**src/rtl/sar_conv_sequencer.sv**
```systemverilog
// Control sequencer for one 16-bit SAR conversion per request: steps the CORDIC phase, strobes the
// sample-and-hold, runs MSB-first bit trials and hands the result out on valid/ready.
// Optional build macro SAR_TIMEOUT_EN adds a bounded wait for sincos_tvalid with a sticky error.
module sar_conv_sequencer #(
    parameter int unsigned WIDTH          = 16,
    parameter logic [15:0] PHASE_INC      = 16'd256,
    parameter logic [15:0] PI_POS         = 16'h6488,
    parameter logic [15:0] PI_NEG         = 16'h9B78,
    parameter int unsigned CORDIC_TIMEOUT = 32
) (
    input  logic             clk_i,
    input  logic             rst_ni,
    input  logic             start_i,
    output logic [15:0]      phase_o,
    output logic             phase_tvalid_o,
    input  logic             sincos_tvalid_i,
    output logic             sample_hold_o,
    output logic [WIDTH-1:0] dac_code_o,
    input  logic             comparator_out_i,
    output logic [WIDTH-1:0] digital_out_o,
    output logic             data_valid_o,
    input  logic             data_ready_i,
    output logic             busy_o,
    output logic             timeout_err_o
);

    localparam int unsigned IdxW = (WIDTH > 1) ? $clog2(WIDTH) : 1;

    typedef enum logic [2:0] {
        StIdle,
        StPhase,
        StWait,
        StSample,
        StConvert,
        StDone
    } state_e;

    state_e            state_q, state_d;
    logic [15:0]       phase_q, phase_d;
    logic [WIDTH-1:0]  trial_q, trial_d;
    logic [WIDTH-1:0]  result_q, result_d;
    logic [WIDTH-1:0]  dac_hold_q, dac_hold_d;
    logic [IdxW-1:0]   idx_q, idx_d;
    logic [WIDTH-1:0]  bit_mask;
    logic signed [16:0] phase_sum;

    assign bit_mask  = {{(WIDTH-1){1'b0}}, 1'b1} << idx_q;
    // 17-bit signed sum so the +pi comparison cannot overflow
    assign phase_sum = $signed({phase_q[15], phase_q}) + $signed({PHASE_INC[15], PHASE_INC});

`ifdef SAR_TIMEOUT_EN
    localparam int unsigned CntW = $clog2(CORDIC_TIMEOUT + 1);
    logic [CntW-1:0] cnt_q, cnt_d;
    logic            err_q, err_d;
`else
    logic unused_timeout;
    assign unused_timeout = ^CORDIC_TIMEOUT;
`endif

    always_comb begin
        state_d    = state_q;
        phase_d    = phase_q;
        trial_d    = trial_q;
        result_d   = result_q;
        dac_hold_d = dac_hold_q;
        idx_d      = idx_q;
        dac_code_o = '0;
`ifdef SAR_TIMEOUT_EN
        cnt_d      = cnt_q;
        err_d      = err_q;
`endif
        unique case (state_q)
            StIdle: begin
                if (start_i) state_d = StPhase;
            end
            StPhase: begin
                state_d = StWait;
`ifdef SAR_TIMEOUT_EN
                cnt_d   = '0;
`endif
            end
            StWait: begin
                if (sincos_tvalid_i) begin
                    state_d = StSample;
`ifdef SAR_TIMEOUT_EN
                end else if (cnt_q == CntW'(CORDIC_TIMEOUT - 1)) begin
                    state_d = StIdle;
                    err_d   = 1'b1;
                end else begin
                    cnt_d = cnt_q + CntW'(1);
`endif
                end
            end
            StSample: begin
                dac_code_o = {1'b1, {(WIDTH-1){1'b0}}};
                trial_d    = '0;
                idx_d      = IdxW'(WIDTH - 1);
                state_d    = StConvert;
            end
            StConvert: begin
                dac_code_o     = trial_q | bit_mask;
                trial_d[idx_q] = comparator_out_i;
                if (idx_q == '0) begin
                    result_d   = trial_d;
                    dac_hold_d = dac_code_o;
                    state_d    = StDone;
                end else begin
                    idx_d = idx_q - IdxW'(1);
                end
            end
            StDone: begin
                dac_code_o = dac_hold_q;
                if (data_ready_i) begin
                    state_d = StIdle;
                    if (phase_sum < $signed({PI_POS[15], PI_POS})) phase_d = phase_sum[15:0];
                    else                                            phase_d = PI_NEG;
                end
            end
            default: state_d = StIdle;
        endcase
    end

    always_ff @(posedge clk_i or negedge rst_ni) begin
        if (!rst_ni) begin
            state_q    <= StIdle;
            phase_q    <= '0;
            trial_q    <= '0;
            result_q   <= '0;
            dac_hold_q <= '0;
            idx_q      <= '0;
`ifdef SAR_TIMEOUT_EN
            cnt_q      <= '0;
            err_q      <= 1'b0;
`endif
        end else begin
            state_q    <= state_d;
            phase_q    <= phase_d;
            trial_q    <= trial_d;
            result_q   <= result_d;
            dac_hold_q <= dac_hold_d;
            idx_q      <= idx_d;
`ifdef SAR_TIMEOUT_EN
            cnt_q      <= cnt_d;
            err_q      <= err_d;
`endif
        end
    end

    assign phase_o        = phase_q;
    assign phase_tvalid_o = (state_q == StPhase);
    assign sample_hold_o  = (state_q == StSample);
    assign digital_out_o  = result_q;
    assign data_valid_o   = (state_q == StDone);
    assign busy_o         = (state_q != StIdle);
`ifdef SAR_TIMEOUT_EN
    assign timeout_err_o  = err_q;
`else
    assign timeout_err_o  = 1'b0;
`endif

endmodule

```
**config.mk**
```make
export PLATFORM = sky130hd
export DESIGN_NAME = sar_conv_sequencer
export DESIGN_NICKNAME = d
export VERILOG_FILES = /design/src/rtl/sar_conv_sequencer.sv
export SDC_FILE = /design/constraint.sdc
export NUM_CORES = 1
export LEC_CHECK = 0
export CAP_MARGIN = 20
export CORE_ASPECT_RATIO = 0.75
export CORE_MARGIN = 3
export CORE_UTILIZATION = 30
export CTS_CLUSTER_SIZE = 25
export DETAILED_ROUTE_END_ITERATION = 7
export PLACE_DENSITY = 0.58
export SKIP_LAST_GASP = 1
export SLEW_MARGIN = 20
export SYNTH_ARGS = -nofsm -noshare
export SYNTH_HDL_FRONTEND = slang
export SYNTH_SLANG_ARGS = --single-unit
```
**constraint.sdc**
```tcl
create_clock -name clk_i -period 6.65 [get_ports clk_i]
set_clock_uncertainty 0.2 [all_clocks]
set_input_delay 0.9975 -clock clk_i [delete_from_list [all_inputs] [get_ports clk_i]]
set_output_delay 0.9975 -clock clk_i [all_outputs]
set_load 0.02 [all_outputs]
```
==> flow_summary.json, run 1 <==
{
  "antenna_found_initial": 0,
  "fp.dieW_um": 129,
  "numPortBuffers": 53,
  "synth_cells": 390,
  "max_freq_mhz": 262,
  "swShare_pct": 37.0,
  "critPathKind": "register to output pin",
  "fin_crit_sh_pct": 57.3,
  "fp-row-count": 32,
  "start_util_pct": 31.9,
  "hold_path.class": "register to register",
  "end_kind": "output pin",
  "status": "finished, final reports clean",
  "critPathRequiredTime_ns": 5.45,
  "hpwl_um": 5700,
  "crit_arrival_ns": 2.61,
  "p_leak_nw": 1.79,
  "clkTransAtPathRegs_ns": 0.05,
  "synthMuxAreaShare_pct": 2.36,
  "synth_top_family_by_area": "compound AO/OA/AOI/OAI gates",
  "cap_viol_max_count": 0,
  "routabilityCongestion": 0.853,
  "grt-ovfl-total": 0,
  "grt_first_pass_wirelength_um": 14800,
  "power.internal_mw": 1.03,
  "diodes": 0,
  "clock-sinks": 64,
  "synth_ff_type": "dfrtp_1",
  "power_switching_mw": 0.602,
  "core_area_sq_um": 10700,
  "synthArstFlopShare_pct": 100,
  "max_slew.worst_pin.slew_ns": 0.842,
  "fp.dieArea_sq_um": 12600,
  "htreeDepth": 3,
  "slew_viol_final": 0,
  "gr-usage-all-layers_pct": 14.6,
  "power_mw": 1.63,
  "final_antenna_net_count": 0,
  "slowest_stage": "clkdlybuf4s50_1",
  "vdd_drop_max_mv": 0.153,
  "cts_hold_buf": 0,
  "synth_edf_count": 0,
  "crit_family": "buffers and inverters",
  "combPwrFrac_pct": 37.5,
  "layout_commonest_cell": "dfrtp_1",
  "cp_cell_sequence": "inv_1 > nor2_1 > a21oi_1 > o21ai_0 > clkdlybuf4s50_1",
  "area_growth_pct": 23.9,
  "first_iter_violations": 221,
  "finalSetupViolCount": 0,
  "setup_tns_ns": 0,
  "cts_made_buffers": 9,
  "wire_per_inst_um": 15.1,
  "synth_cell_types": 47,
  "io_pins": 59,
  "synth_xor_area_share_pct": 0.774,
  "syn_avg_cell_area_sq_um": 8.71,
  "cts_resized": 0,
  "post-cts-setup-buffers": 0,
  "rsz0062_at_grt": "no",
  "grt_max_degree": 65,
  "via_per_inst": 5.07,
  "synthAdderAreaFrac_pct": 2.58,
  "nets": 438,
  "syn_area_sq_um": 3400,
  "die_h_um": 98.1,
  "grt_pass1_vias": 2855,
  "firstDrtPassIters": 4,
  "yosysWarnings": 0,
  "cpPeakStageDelay_ns": 0.63,
  "cts_tree": "built",
  "p_clk_share_pct": 26.1,
  "startpoint_type": "register",
  "finalHoldViolations": 0,
  "cts_buffer_depth": 2,
  "ys_seq_elements": 64,
  "power_frac_seq_pct": 36.5,
  "cts-root-buf": "clkbuf_16",
  "cp_num_buf_inv": 2,
  "clock_latency_ns": 0.33,
  "most-common-layout-cells": "64 x dfrtp_1, 60 x nand2_1, 53 x o21ai_0",
  "synth-simple-area-share_pct": 18.7,
  "drc": 0,
  "timing.slew.headroom_pct": 43.9,
  "p_per_area_nw_per_um2": 387,
  "synth-compound-area-share_pct": 21.8,
  "num_vias": 2852,
  "layout_min_cycle_time_ns": 3.81,
  "final_layout_size_suffix_gt1_share_pct": 5.39,
  "synth_seq_area_share_pct": 47.2,
  "finalWirelength_um": 8520,
  "path_max_fanout": 12
}
==> worst register-to-register path: cells and delay by family (launching register included) <==
family / cells / cell delay, ns
flops: 1 / 0.45
simple gates: 5 / 2.08
==> state kept, by name (all words and copies together), names as in the netlist <==
register / flops
dac_hold_q: 16
trial_q: 16
digital_out_o: 16
state_q: 3
phase_o: 9
idx_q: 4
==> power groups by stage <==
stage | sequential [mW] | clock, mW | combinational, mW
after global placement | 0.595 | 0 | 0.609
after CTS | 0.594 | 0.436 | 0.618
after detailed placement | 0.598 | 0 | 0.614
after floorplan | 0.619 | 0 | 0.351
final | 0.593 | 0.424 | 0.610
after global routing | 0.616 | 0.458 | 0.681
==> metal layers <==
layer  GRT usage, %  up-vias  wire length (um)
met4           3.87        0                60
met5              0        -                 0
met3           4.21        5               421
li1               -     1411                 -
met2           20.5       71              3710
met1           22.0     1365              4320
==> metrics by stage <==
| step | util, % | std cells | cell area (sq um) | hold WS, ns | setup WS, ns |
|---|---|---|---|---|---|
| final | 39.5 | 563 | 4210 | 0.265 | 2.84 |
| after global routing | 39.5 | 563 | 4210 | 0.312 | 2.52 |
| after CTS | 39.5 | 563 | 4210 | 0.269 | 2.81 |
| after detailed placement | 37.1 | 550 | 3950 | 0.257 | 3.17 |
| after global placement | 37.1 | 550 | 3950 | 0.250 | 3.22 |
| after floorplan | - | 394 | 3410 | 0.239 | 3.70 |
==> cells in the mapped netlist (all sizes together), types with 2 or more instances <==
library cell | count | area share (%)
inv | 10 | 1.1
dfrtp | 64 | 47
a32o | 4 | 1.2
and2 | 9 | 1.7
nand4 | 3 | 0.55
xnor2 | 2 | 0.52
or3 | 2 | 0.37
and3 | 6 | 1.1
a21oi | 28 | 4.1
buf | 17 | 3.3
mux2i | 8 | 2.4
a2bb2oi | 2 | 0.88
a41oi | 3 | 1.0
nand3 | 12 | 1.8
nand2 | 60 | 6.6
o21a | 13 | 2.9
a31oi | 4 | 0.74
clkbuf | 19 | 2.1
nor3 | 3 | 0.44
a211oi | 2 | 0.44
nor2 | 36 | 4.0
nand2b | 3 | 0.55
ha | 7 | 2.6
o21ai | 56 | 8.4
==> cell families (layout without fill, tap and decap cells) <==
group           count (synthesis)  count (layout)
mux                             8               8
simple gates                  141             141
buf+inv                        46              79
other cells                     1               5
xor+xnor                        3               3
flops                          64              64
compound gates                120             120
fa+ha+maj                       7               7
==> area by class of cell <==
| type | count | area [sq um] |
|---|---|---|
| clock buffers | 12 | 256 |
| clock inverters | 1 | 5.00 |
| fillers | 1087 | 6440 |
| inverters | 10 | 37.5 |
| multi-input cells | 284 | 1590 |
| flip-flops and latches | 64 | 1600 |
| well taps | 136 | 170 |
| repair buffers | 56 | 548 |
==> final timing paths <==
check | startpoint | to | slack, ns | depth (start not counted)
setup / recovery | idx_q[2]$_DFFE_PN0P_ | dac_code_o[6] | 2.84 | 5
hold / removal | dac_hold_q[3]$_DFFE_PN0P_ | dac_hold_q[3]$_DFFE_PN0P_ | 0.27 | 2
setup reg to reg | state_q[1]$_DFFE_PN0P_ | dac_hold_q[10]$_DFFE_PN0P_ | 3.79 | 5
hold reg to reg | dac_hold_q[3]$_DFFE_PN0P_ | dac_hold_q[3]$_DFFE_PN0P_ | 0.27 | 2
max in group asynchronous | rst_ni | digital_out_o[4]$_DFFE_PN0P_ | 5.04 | 2
min in group asynchronous | rst_ni | dac_hold_q[14]$_DFFE_PN0P_ | 0.64 | 2
(Power assumes the default switching activity.)
==> run 2: changes to the inputs <==
clock period = 3.6 ns   (was 6.65 ns; I/O delays follow)
==> run 2 against run 1 <==
  * Design area up 1.2%
  * Sequential cell count unchanged
  * Hold slack worse by 0.077 ns
  * Global-route usage up 0.18 points
  * Non-clock buffer count up 5
  * Clock-buffer cell count down 2
  * First-iteration DRC count up 25%
  * Critical endpoint is now dac_code_o[4]
==> flow_summary.json, run 2 (synthesis results as in run 1) <==
{
  "utilization_pct": 40.0,
  "firstDrtPassIters": 4,
  "power.internal_mw": 1.89,
  "cts_hold_buf": 0,
  "most-common-layout-cells": "64 x dfrtp_1, 60 x nand2_1, 53 x o21ai_0",
  "core_area_sq_um": 10700,
  "setup_tns_ns": 0,
  "fp.dieArea_sq_um": 12600,
  "p_clk_share_pct": 26.5,
  "die_h_um": 98.1,
  "startpoint_type": "register",
  "final_cells": 571,
  "cap_viol_max_count": 0,
  "nets": 443,
  "cts_made_buffers": 9,
  "cts_resized": 0,
  "reg2regPathDepth": 7,
  "path_max_fanout": 19,
  "power_switching_mw": 1.16,
  "clock_latency_ns": 0.34,
  "combPwrFrac_pct": 37.4,
  "finalSetupViolCount": 0,
  "max_slew.worst_pin.slew_ns": 0.825,
  "critPathRequiredTime_ns": 2.86,
  "area_growth_pct": 25.4,
  "p_leak_nw": 1.82,
  "dp_cells": 555,
  "first_iter_violations": 277,
  "via_per_inst": 5.03,
  "final_layout_size_suffix_gt1_share_pct": 7.36,
  "finalWirelength_um": 8800,
  "cts_tree": "built",
  "htreeDepth": 3,
  "layout_commonest_cell": "dfrtp_1",
  "gr-usage-all-layers_pct": 14.8,
  "slowest_stage": "clkdlybuf4s50_1",
  "wire_per_inst_um": 15.4,
  "power_mw": 3.05,
  "clkTransAtPathRegs_ns": 0.06,
  "crit_arrival_ns": 2.57,
  "fin_crit_sh_pct": 92.0,
  "hpwl_um": 5970,
  "hold_path.class": "input pin to asynchronous set/reset pin",
  "clock-sinks": 64,
  "routabilityCongestion": 0.840,
  "cp_cell_sequence": "and2b_1 > nand2b_1 > o21ai_0 > clkdlybuf4s50_1",
  "timing.slew.headroom_pct": 45.0,
  "cts-root-buf": "clkbuf_16",
  "crit_family": "simple AND/OR/NAND/NOR gates",
  "num_vias": 2874,
  "fp-row-count": 32,
  "cpPeakStageDelay_ns": 0.67,
  "start_util_pct": 31.9,
  "layout_min_cycle_time_ns": 3.31,
  "critPathKind": "register to output pin",
  "post-cts-setup-buffers": 0,
  "cts_buffer_depth": 2,
  "rr_endpoint": "dac_hold_q[11]$_DFFE_PN0P_",
  "swShare_pct": 38.0,
  "grt_max_degree": 65,
  "drc": 0,
  "status": "finished, final reports clean",
  "antenna_found_initial": 0,
  "rsz0062_at_grt": "no",
  "timing.rr.start": "state_q[1]$_DFFE_PN0P_",
  "vdd_drop_max_mv": 0.315,
  "power_frac_seq_pct": 36.1,
  "diodes": 0,
  "grt_first_pass_wirelength_um": 14800,
  "cp_num_buf_inv": 1,
  "finalHoldViolations": 0,
  "rrSetupSlack_ns": 1.02,
  "grt-ovfl-total": 0,
  "p_per_area_nw_per_um2": 715,
  "grt_pass1_vias": 2748,
  "io_pins": 59,
  "max_freq_mhz": 302,
  "numPortBuffers": 53,
  "final_antenna_net_count": 0,
  "slew_viol_final": 0,
  "nFillCells": 1072,
  "fp.dieW_um": 129,
  "end_kind": "output pin"
}
## run 2: cell types whose count changed in the layout (fill, tap and decap cells not counted)
cell,before,now
buf_4,3,8
clkinv_2,1,4
clkinvlp_4,0,2
clkbuf_1,1,0
clkbuf_8,2,1
## run 2: power by group through the flow
stage                     combinational, mW  clock, mW  sequential, mW
after floorplan                       0.648          0            1.14
after global placement                 1.14          0            1.10
final                                  1.14      0.806            1.10
after global routing                   1.26      0.867            1.14
after detailed placement               1.15          0            1.11
after CTS                              1.16      0.825            1.10
## run 2: layout make-up
type	count	area (sq um)	share of cell area, %
inverter	10	37.5	0.881
clock inverter	6	35.0	0.823
sequential	64	1600	37.6
timing repair buffer	61	586	13.7
tap	136	170	4.00
clock buffer	10	239	5.61
multi-input combinational	284	1590	37.3
## run 2: worst max path at each step
stage                           start       endpoint  slack [ns]  depth (start not counted)
2_1_floorplan  state_q[1]$_DFFE_PN0P_  dac_code_o[0]        1.11                          7
3_3_place_gp   state_q[1]$_DFFE_PN0P_  dac_code_o[4]        0.62                          4
3_5_place_dp   state_q[1]$_DFFE_PN0P_  dac_code_o[4]        0.60                          4
4_1_cts        state_q[1]$_DFFE_PN0P_  dac_code_o[4]        0.23                          4
5_1_grt          idx_q[2]$_DFFE_PN0P_  dac_code_o[5]        0.07                          6
6_report       state_q[1]$_DFFE_PN0P_  dac_code_o[4]        0.29                          4
## run 2: per-layer routing
metal	vias up	GRT usage, %	routed length, um
met5	-	0	0
met3	9	5.36	408
met1	1386	22.4	4640
met4	0	3.39	79
met2	56	20.1	3680
li1	1423	-	-
## run 2: stage by stage
stage / worst slack [ns] / hold WS, ns / cell area (sq um)
global route: 0.0720 / 0.266 / 4260
global placement: 0.622 / 0.250 / 3990
finish: 0.287 / 0.188 / 4260
floorplan: 1.11 / 0.0444 / 3410
CTS: 0.231 / 0.225 / 4260
detailed placement: 0.599 / 0.261 / 3990
==> run 3: changes to the inputs <==
ABC_AREA = 1   (was default)
PLACE_DENSITY = 0.59   (was 0.58)
==> run 3 against run 2 <==
  * Design area decreased by 3.5%
  * Critical endpoint is now dac_code_o[15]
  * Sequential share of layout area grew 1.4 points
  * Highest routed layer unchanged
  * Via count shrank 6.3%
  * Largest cell class unchanged
  * Register-to-register slack gained 0.36 ns
==> flow_summary.json, run 3 <==
{
  "die_h_um": 96.0,
  "cts-root-buf": "clkbuf_16",
  "num_vias": 2693,
  "vdd_drop_max_mv": 0.274,
  "cp_num_buf_inv": 2,
  "swShare_pct": 42.0,
  "rrSetupSlack_ns": 1.38,
  "area_growth_pct": 26.8,
  "synth_cell_types": 33,
  "grt_first_pass_wirelength_um": 12700,
  "clock-sinks": 64,
  "most-common-layout-cells": "107 x nand2_1, 64 x dfrtp_1, 57 x inv_1",
  "max_freq_mhz": 315,
  "ys_seq_elements": 64,
  "critPathKind": "register to output pin",
  "startpoint_type": "register",
  "power_mw": 3.87,
  "power.internal_mw": 2.25,
  "layout_commonest_cell": "nand2_1",
  "rsz0062_at_grt": "no",
  "timing.slew.headroom_pct": 45.7,
  "p_leak_nw": 1.99,
  "cts_buffer_depth": 2,
  "cpPeakStageDelay_ns": 0.65,
  "cts_tree": "built",
  "hold_path.class": "input pin to asynchronous set/reset pin",
  "cts_hold_buf": 0,
  "fin_crit_sh_pct": 88.1,
  "critPathRequiredTime_ns": 2.86,
  "clkTransAtPathRegs_ns": 0.06,
  "path_max_fanout": 13,
  "crit_arrival_ns": 2.43,
  "crit_family": "buffers and inverters",
  "clock_latency_ns": 0.33,
  "via_per_inst": 4.57,
  "grt_pass1_vias": 2617,
  "numPortBuffers": 53,
  "cts_resized": 0,
  "cts_made_buffers": 9,
  "yosysWarnings": 0,
  "fp-row-count": 32,
  "status": "finished, final reports clean",
  "synthArstFlopShare_pct": 100,
  "io_pins": 59,
  "firstDrtPassIters": 4,
  "first_iter_violations": 153,
  "max_slew.worst_pin.slew_ns": 0.814,
  "syn_avg_cell_area_sq_um": 8.17,
  "hpwl_um": 5390,
  "grt-ovfl-total": 0,
  "layout_min_cycle_time_ns": 3.17,
  "end_kind": "output pin",
  "slew_viol_final": 0,
  "antenna_found_initial": 0,
  "finalWirelength_um": 7740,
  "timing.hold.ws_ns": 0.185,
  "wire_per_inst_um": 13.1,
  "syn_area_sq_um": 3240,
  "final_layout_size_suffix_gt1_share_pct": 7.73,
  "synth_commonest_cells": "107 x nand2_1, 64 x dfrtp_1, 57 x inv_1",
  "final_antenna_net_count": 0,
  "synth.most_common_cell": "nand2_1",
  "p_per_area_nw_per_um2": 942,
  "p_clk_share_pct": 20.7,
  "slowest_stage": "clkdlybuf4s50_1",
  "start_util_pct": 31.1,
  "diodes": 0,
  "finalHoldViolations": 0,
  "synth.top_cells.by_area": "dfrtp_1 49%, nand2_1 12%, o21ai_0 7.7%, inv_1 6.6%, o22ai_1 3.3%",
  "drc": 0,
  "synth_seq_area_share_pct": 49.4,
  "fp.dieW_um": 126,
  "gr-usage-all-layers_pct": 13.2,
  "grt_max_degree": 65,
  "routabilityCongestion": 0.819,
  "yosysTopAreaCellShare_pct": 49.4,
  "power_frac_seq_pct": 31.9,
  "finalSetupViolCount": 0,
  "htreeDepth": 3,
  "core_area_sq_um": 10400,
  "synth_ff_type": "dfrtp_1",
  "combPwrFrac_pct": 47.4,
  "synth_top_cell_by_area": "dfrtp_1",
  "cp_cell_sequence": "nor2_2 > nand2_4 > inv_1 > nand2_1 > o211ai_1 > clkdlybuf4s50_1",
  "cap_viol_max_count": 0,
  "synth_cells": 397,
  "synth_edf_count": 0,
  "power_switching_mw": 1.63,
  "nets": 461,
  "post-cts-setup-buffers": 0,
  "fp.dieArea_sq_um": 12100,
  "setup_tns_ns": 0
}
[run 3: worst reg2reg max path, delay by kind of cell, from the launching register on]
kind                     cells  cell delay [ns]
AND/OR/NAND/NOR              3             0.83
flip-flops                   1             0.40
buffers and inverters        2             0.35
adder cells (fa/ha/maj)      1             0.29
AO/OA/AOI/OAI                1             0.08
[run 3: worst paths after layout]
path	cells after the start	from	endpoint
max	6	state_q[1]$_DFFE_PN0P_	dac_code_o[15]
min	2	rst_ni	phase_o[15]$_DFFE_PN0P_
max reg2reg	7	idx_q[0]$_DFFE_PN0P_	dac_hold_q[8]$_DFFE_PN0P_
min reg2reg	2	digital_out_o[9]$_DFFE_PN0P_	digital_out_o[9]$_DFFE_PN0P_
max in group asynchronous	2	rst_ni	trial_q[0]$_DFFE_PN0P_
min in group clk_i	2	digital_out_o[9]$_DFFE_PN0P_	digital_out_o[9]$_DFFE_PN0P_
[run 3: per-layer routing]
layer	GRT usage, %	wire (um)
met5	0	0
met4	3.57	29
met3	3.61	260
met2	21.0	3560
met1	17.8	3890
[run 3: cells by family after synthesis]
logic type                 share of synthesized area, %
buffers and inverters                              11.3
DFF                                                49.4
other                                             0.116
xor gates and xnor gates                          0.270
AOI/OAI and AO/OA                                  14.8
and+or+nand+nor                                    21.4
adders and majority gates                          2.70
[run 3: cell type report]
type                            count  area (sq um)
Tap cell                          136           170
Inverter                           62           235
Timing Repair Buffer               54           533
Clock buffer                       10           239
Clock inverter                      6          43.8
Multi-Input combinational cell    257          1290
Fill cell                        1046          6300
Sequential cell                    64          1600
[run 3: power groups by stage]
stage	clock [mW]	sequential, mW	combinational [mW]
6_report	0.802	1.24	1.84
5_1_grt	0.857	1.28	2.04
4_1_cts	0.821	1.24	1.85
3_5_place_dp	0	1.25	1.84
3_3_place_gp	0	1.23	1.81
2_1_floorplan	0	1.36	1.02
[run 3: per-stage QoR]
step / utilization [%] / cells / worst slack [ns] / area, sq um
6_report: 39.5 / 589 / 0.429 / 4110
5_1_grt: 39.5 / 589 / 0.297 / 4110
4_1_cts: 39.5 / 589 / 0.389 / 4110
3_5_place_dp: 36.8 / 573 / 0.745 / 3830
3_3_place_gp: 36.8 / 573 / 0.738 / 3830
2_1_floorplan: - / 401 / 1.21 / 3260
==> RTL change 1 (config.mk and constraints of run 2) <==
Re-encode `state_e` (6 states) as one-hot, 6 bits wide.
--- a/src/rtl/sar_conv_sequencer.sv
+++ b/src/rtl/sar_conv_sequencer.sv
@@ -28,9 +28,9 @@
 
-    typedef enum logic [2:0] {
-        StIdle,
-        StPhase,
-        StWait,
-        StSample,
-        StConvert,
-        StDone
+    typedef enum logic [5:0] {
+        StIdle    = 6'b000001,
+        StPhase   = 6'b000010,
+        StWait    = 6'b000100,
+        StSample  = 6'b001000,
+        StConvert = 6'b010000,
+        StDone    = 6'b100000
     } state_e;
Formal check against the unedited RTL: no difference found for any inputs over 10 cycles, from zero or initial values and one cycle with rst_ni low; not proved beyond that.
==> RTL change 1 against run 2 <==
- cell area increased by 4.2%
- setup slack improved by 0.030 ns
- sequential cell count grew 3
- power shrank 3.4%
- critical path depth up 1
- global-route usage about the same
- routed wire length is 2.4% higher
- via count increased by 4.4%
- area after synthesis up 2.5%
- clock power grew 14%
- critical path type unchanged
- largest power group is now registers
- highest routed layer unchanged
==> RTL change 1: results <==
metrics = {
    "status": {
        "status": "finished, final reports clean",
    },
    "setup_path": {
        "r2r-end": "digital_out_o[7]",
        "crit_fanout": 27,
        "reg2reg_slack_ns": 1.07,
        "r2r_start": "state_q[2]",
        "critPathArrivalTime_ns": 2.54,
    },
    "yosys": {
        "synth_commonest_cells": "nand2_1 (69), dfrtp_1 (66), o21ai_0 (65)",
        "muxShareOfSynthArea_pct": 2.014,
        "synth-adder-area-share_pct": 2.517,
        "syn_area_per_cell_um2": 8.899,
        "synth_compound_area_share_pct": 23.37,
        "synth.distinct_cells": 49,
        "yosysSeqAreaShare_pct": 48.22,
    },
    "power_and_ir_drop": {
        "comb_power_w": 0.000881,
        "p_per_area_nw_per_um2": 662.9,
        "seq_cell_power_w": 0.00115,
        "ir_drop_mv": 0.2801,
        "p_sw_w": 0.001007,
        "p_leak_nw": 1.918,
    },
    "placement": {
        "place_ws_ns": 0.6968,
        "place_inst": 564,
        "place.gp.congestion": 0.7926,
        "hpwl_mm": 6.218,
        "placed_cell_area_um2": 4124,
    },
    "detailed_routing": {
        "wl_met1_mm": 4.527,
        "avgViaCountPerCell": 5.181,
        "drt_iter0_markers": 241,
        "met3_length_um": 522,
        "wl_per_cell_um": 15.56,
    },
    "timing": {
        "worstMarginPinSlew_ns": 0.7590,
        "hold_ws_ns": 0.07333,
    },
    "finish": {
        "fillers": 1113,
        "fin_nets": 448,
        "fin_cells": 579,
        "layout-drive-gt1-share_pct": 8.200,
    },
    "global_routing": {
        "grt_util_met3_pct": 4.670,
        "grt_start_max_net_pins": 39,
        "met2_usage_pct": 20.92,
        "globalRouteMet1Util_pct": 22.36,
        "grt_use_total_pct": 14.85,
        "grt_first_pass_wirelength_mm": 15.36,
    },
    "clock_network": {
        "cts-htree-levels": 3,
    },
}
## RTL change 1: changes by cell type in the layout (fill, tap and decap cells not counted), sizes merged, moves of 4 or more
cell	before	now
nor4	1	5
o21a	13	19
nand2	60	70
nand3	12	7
clkbuf	10	14
nand3b	0	5
a32o	4	0
o21ai	56	65
and3	6	2
nor2	36	20
and2	9	3
clkinv	4	0
## RTL change 1: how the worst max path moves through the flow
stage	to	startpoint	slack, ns	depth (start not counted)
after CTS	dac_code_o[9]	state_q[2]	0.32	5
final	dac_code_o[5]	state_q[2]	0.32	5
after detailed placement	dac_code_o[14]	state_q[2]	0.70	5
after floorplan	dac_code_o[11]	state_q[2]	1.11	6
after global placement	dac_code_o[5]	state_q[2]	0.71	5
after global routing	dac_code_o[15]	state_q[2]	0.11	6
## RTL change 1: kinds of logic (layout without fill, tap and decap cells)
group                    count (synthesis)  in the layout
AND/OR/NAND/NOR                        127            127
adder cells (fa/ha/maj)                  7              7
buffers and inverters                   40             84
AO/OA/AOI/OAI                          138            138
multiplexers                             7              7
flip-flops                              67             67
other                                    1              5
XOR/XNOR                                 4              4
## RTL change 1: layout make-up
cell class                 instances  area, um^2  area share (%)
timing repair buffer              61       610.6           13.76
sequential                        67        1678           37.81
inverter                           8       30.03          0.6766
multi-input combinational        288        1630           36.74
tap                              140       175.2           3.947
clock inverter                     1       30.03          0.6766
clock buffer                      14       284.0           6.400
## RTL change 1: worst max-delay path, cell delays in order, from the launching register on
cell and delay, ns:
dfrtp_1 0.42, nor4_1 0.37, nand3b_1 0.23, buf_4 0.30
o21ai_0 0.24, clkdlybuf4s50_1 0.65
==> RTL change 2 (settings of run 2) <==
Without the edit above. Change the parameter `WIDTH` from 16 to 32.
--- a/src/rtl/sar_conv_sequencer.sv
+++ b/src/rtl/sar_conv_sequencer.sv
@@ -4,3 +4,3 @@
 module sar_conv_sequencer #(
-    parameter int unsigned WIDTH          = 16,
+    parameter int unsigned WIDTH          = 32,
     parameter logic [15:0] PHASE_INC      = 16'd256,
Interface: changed (resized dac_code_o and digital_out_o); port bits go from 59 to 91. No check against the original RTL was run, so the function may have changed too.
==> RTL change 2 against run 2 <==
- the run now ends with negative hold slack left
- synthesized cell count up 73%
- power grew 80%
- area after synthesis grew 64%
- maximum frequency is 3.3% lower
- routed wire length rose by 67%
- sequential cell count increased by 49
- clock power increased by 110%
- via count rose by 69%
- setup slack lost 0.11 ns
- cell area increased by 70%
- critical path type unchanged
- largest power group unchanged
==> RTL change 2: results <==
metrics = {
    "status": {
        "status": "complete, but fails checks",
        "violations": "negative hold slack",
    },
    "detailed_routing": {
        "avgViaCountPerCell": 4.877,
        "dr.pass1.iters": 6,
        "drt-total-wl_mm": 14.68,
        "drt_iter0_markers": 408,
    },
    "placement": {
        "place.gp.congestion": 0.8139,
        "place_ws_ns": 0.6021,
        "hpwl_mm": 9.673,
        "io_buffers": 85,
        "placed_cell_area_um2": 6645,
    },
    "global_routing": {
        "grt_use_total_pct": 15.65,
        "antenna_found_initial": 0,
        "grt_start_max_net_pins": 57,
        "grt_first_pass_wirelength_mm": 25.08,
        "grt_pass1_vias": 4781,
    },
    "clock_network": {
        "worstSkewPairLatency_ns": 0.42,
        "post_cts.repair.setup_buffers": 0,
        "cts-htree-levels": 4,
        "ctsResizeCount": 0,
        "cts_buffers": 17,
    },
    "finish": {
        "fillers": 1785,
        "layout-drive-gt1-share_pct": 8.995,
        "fin_nets": 755,
        "antenna_cells": 0,
    },
    "power_and_ir_drop": {
        "p_leak_nw": 3.023,
        "p_sw_w": 0.002055,
        "ir_drop_mv": 0.3205,
    },
    "timing": {
        "period_share_pct": 95.21,
        "final-hold-violation-count": 22,
        "relSlewSlack_pct": 33.64,
        "hold_ws_ns": -0.02346,
    },
    "yosys": {
        "muxShareOfSynthArea_pct": 0.7407,
        "ys_warn_count": 0,
        "yosysTopAreaCell": "dfrtp_1",
        "synth_commonest_cells": "dfrtp_1 (113), o21ai_0 (110), nor2_1 (108)",
        "synth.area.top_cells": "dfrtp_1 (51%), o21ai_0 (9.9%), nor2_1 (7.3%)",
        "synth_compound_area_share_pct": 20.81,
        "synth-xor-area-share_pct": 0.1571,
        "yosysSeqAreaShare_pct": 50.73,
        "synth_area_um2": 5574,
        "synth.distinct_cells": 42,
        "synth-adder-area-share_pct": 1.347,
    },
    "hold_path": {
        "hold_path.class": "in2async",
    },
    "setup_path": {
        "critPathArrivalTime_ns": 2.69,
        "reg2reg_slack_ns": 1.03,
        "crit_fanout": 13,
    },
}
## RTL change 2: cell types whose count changed after synthesis, sizes merged, moves of 6 or more
cell | run 2 | this run
nor2 | 36 | 108
o21ai | 56 | 111
a21oi | 28 | 80
dfrtp | 64 | 113
nand2 | 60 | 88
clkbuf | 19 | 42
and2 | 9 | 28
nor3 | 3 | 9
## RTL change 2: critical path, cell delays in order (launching register included)
cell and delay [ns]:
dfrtp_1 0.43, ha_1 0.50, buf_4 0.28, a21oi_1 0.11
o21ai_0 0.28, clkdlybuf4s50_1 0.66
## RTL change 2: power by group through the flow
stage / Combinational (W) / Sequential [W] / Clock (W)
5_1_grt: 0.00215 / 0.00196 / 0.00177
3_3_place_gp: 0.00193 / 0.00190 / 0
4_1_cts: 0.00195 / 0.00190 / 0.00171
3_5_place_dp: 0.00193 / 0.00191 / 0
6_report: 0.00194 / 0.00189 / 0.00167
2_1_floorplan: 0.000993 / 0.00204 / 0
## RTL change 2: worst paths after layout
kind,from,end,depth (start not counted)
max,idx_q[0],dac_code_o[19],5
min,rst_ni,digital_out_o[7],1
max reg2reg,phase_o[8],phase_o[10],7
min reg2reg,dac_hold_q[0],dac_hold_q[0],1
max in group asynchronous,rst_ni,dac_hold_q[15],2
min in group clk_i,dac_hold_q[0],dac_hold_q[0],1
## RTL change 2: cell families after synthesis
family                     Yosys count
xor gates and xnor gates             1
buffers and inverters               71
adders and majority gates            6
and+or+nand+nor                    261
muxes                                4
DFF                                113
AOI/OAI and AO/OA                  216
other                                1
## RTL change 2: routing by layer
layer	up-vias	track usage, %	share of wire, %
li1	2414	-	-
met1	2300	22.58	52
met2	132	22.84	42
met3	21	3.856	5.0
met4	0	5.547	1.6
met5	-	0	0
## RTL change 2: area by class of cell
type                    instances  area [um^2]  area share [%]
flip-flops and latches        113         2828           39.07
inverters                       8        30.03          0.4149
multi-input cells             493         2456           33.94
well taps                     242        302.8           4.184
repair buffers                110         1036           14.32
clock buffers                  17        425.4           5.878
clock inverters                15        158.9           2.196
## RTL change 2: through the flow
stage                     instances  total power (W)  hold slack (ns)
after global routing            998         0.005877          0.05545
after detailed placement        966         0.003847           0.2562
final                           998         0.005496         -0.02346
after global placement          966         0.003837           0.2528
after CTS                       998         0.005556          0.01371
after floorplan                 677         0.003030          0.04441
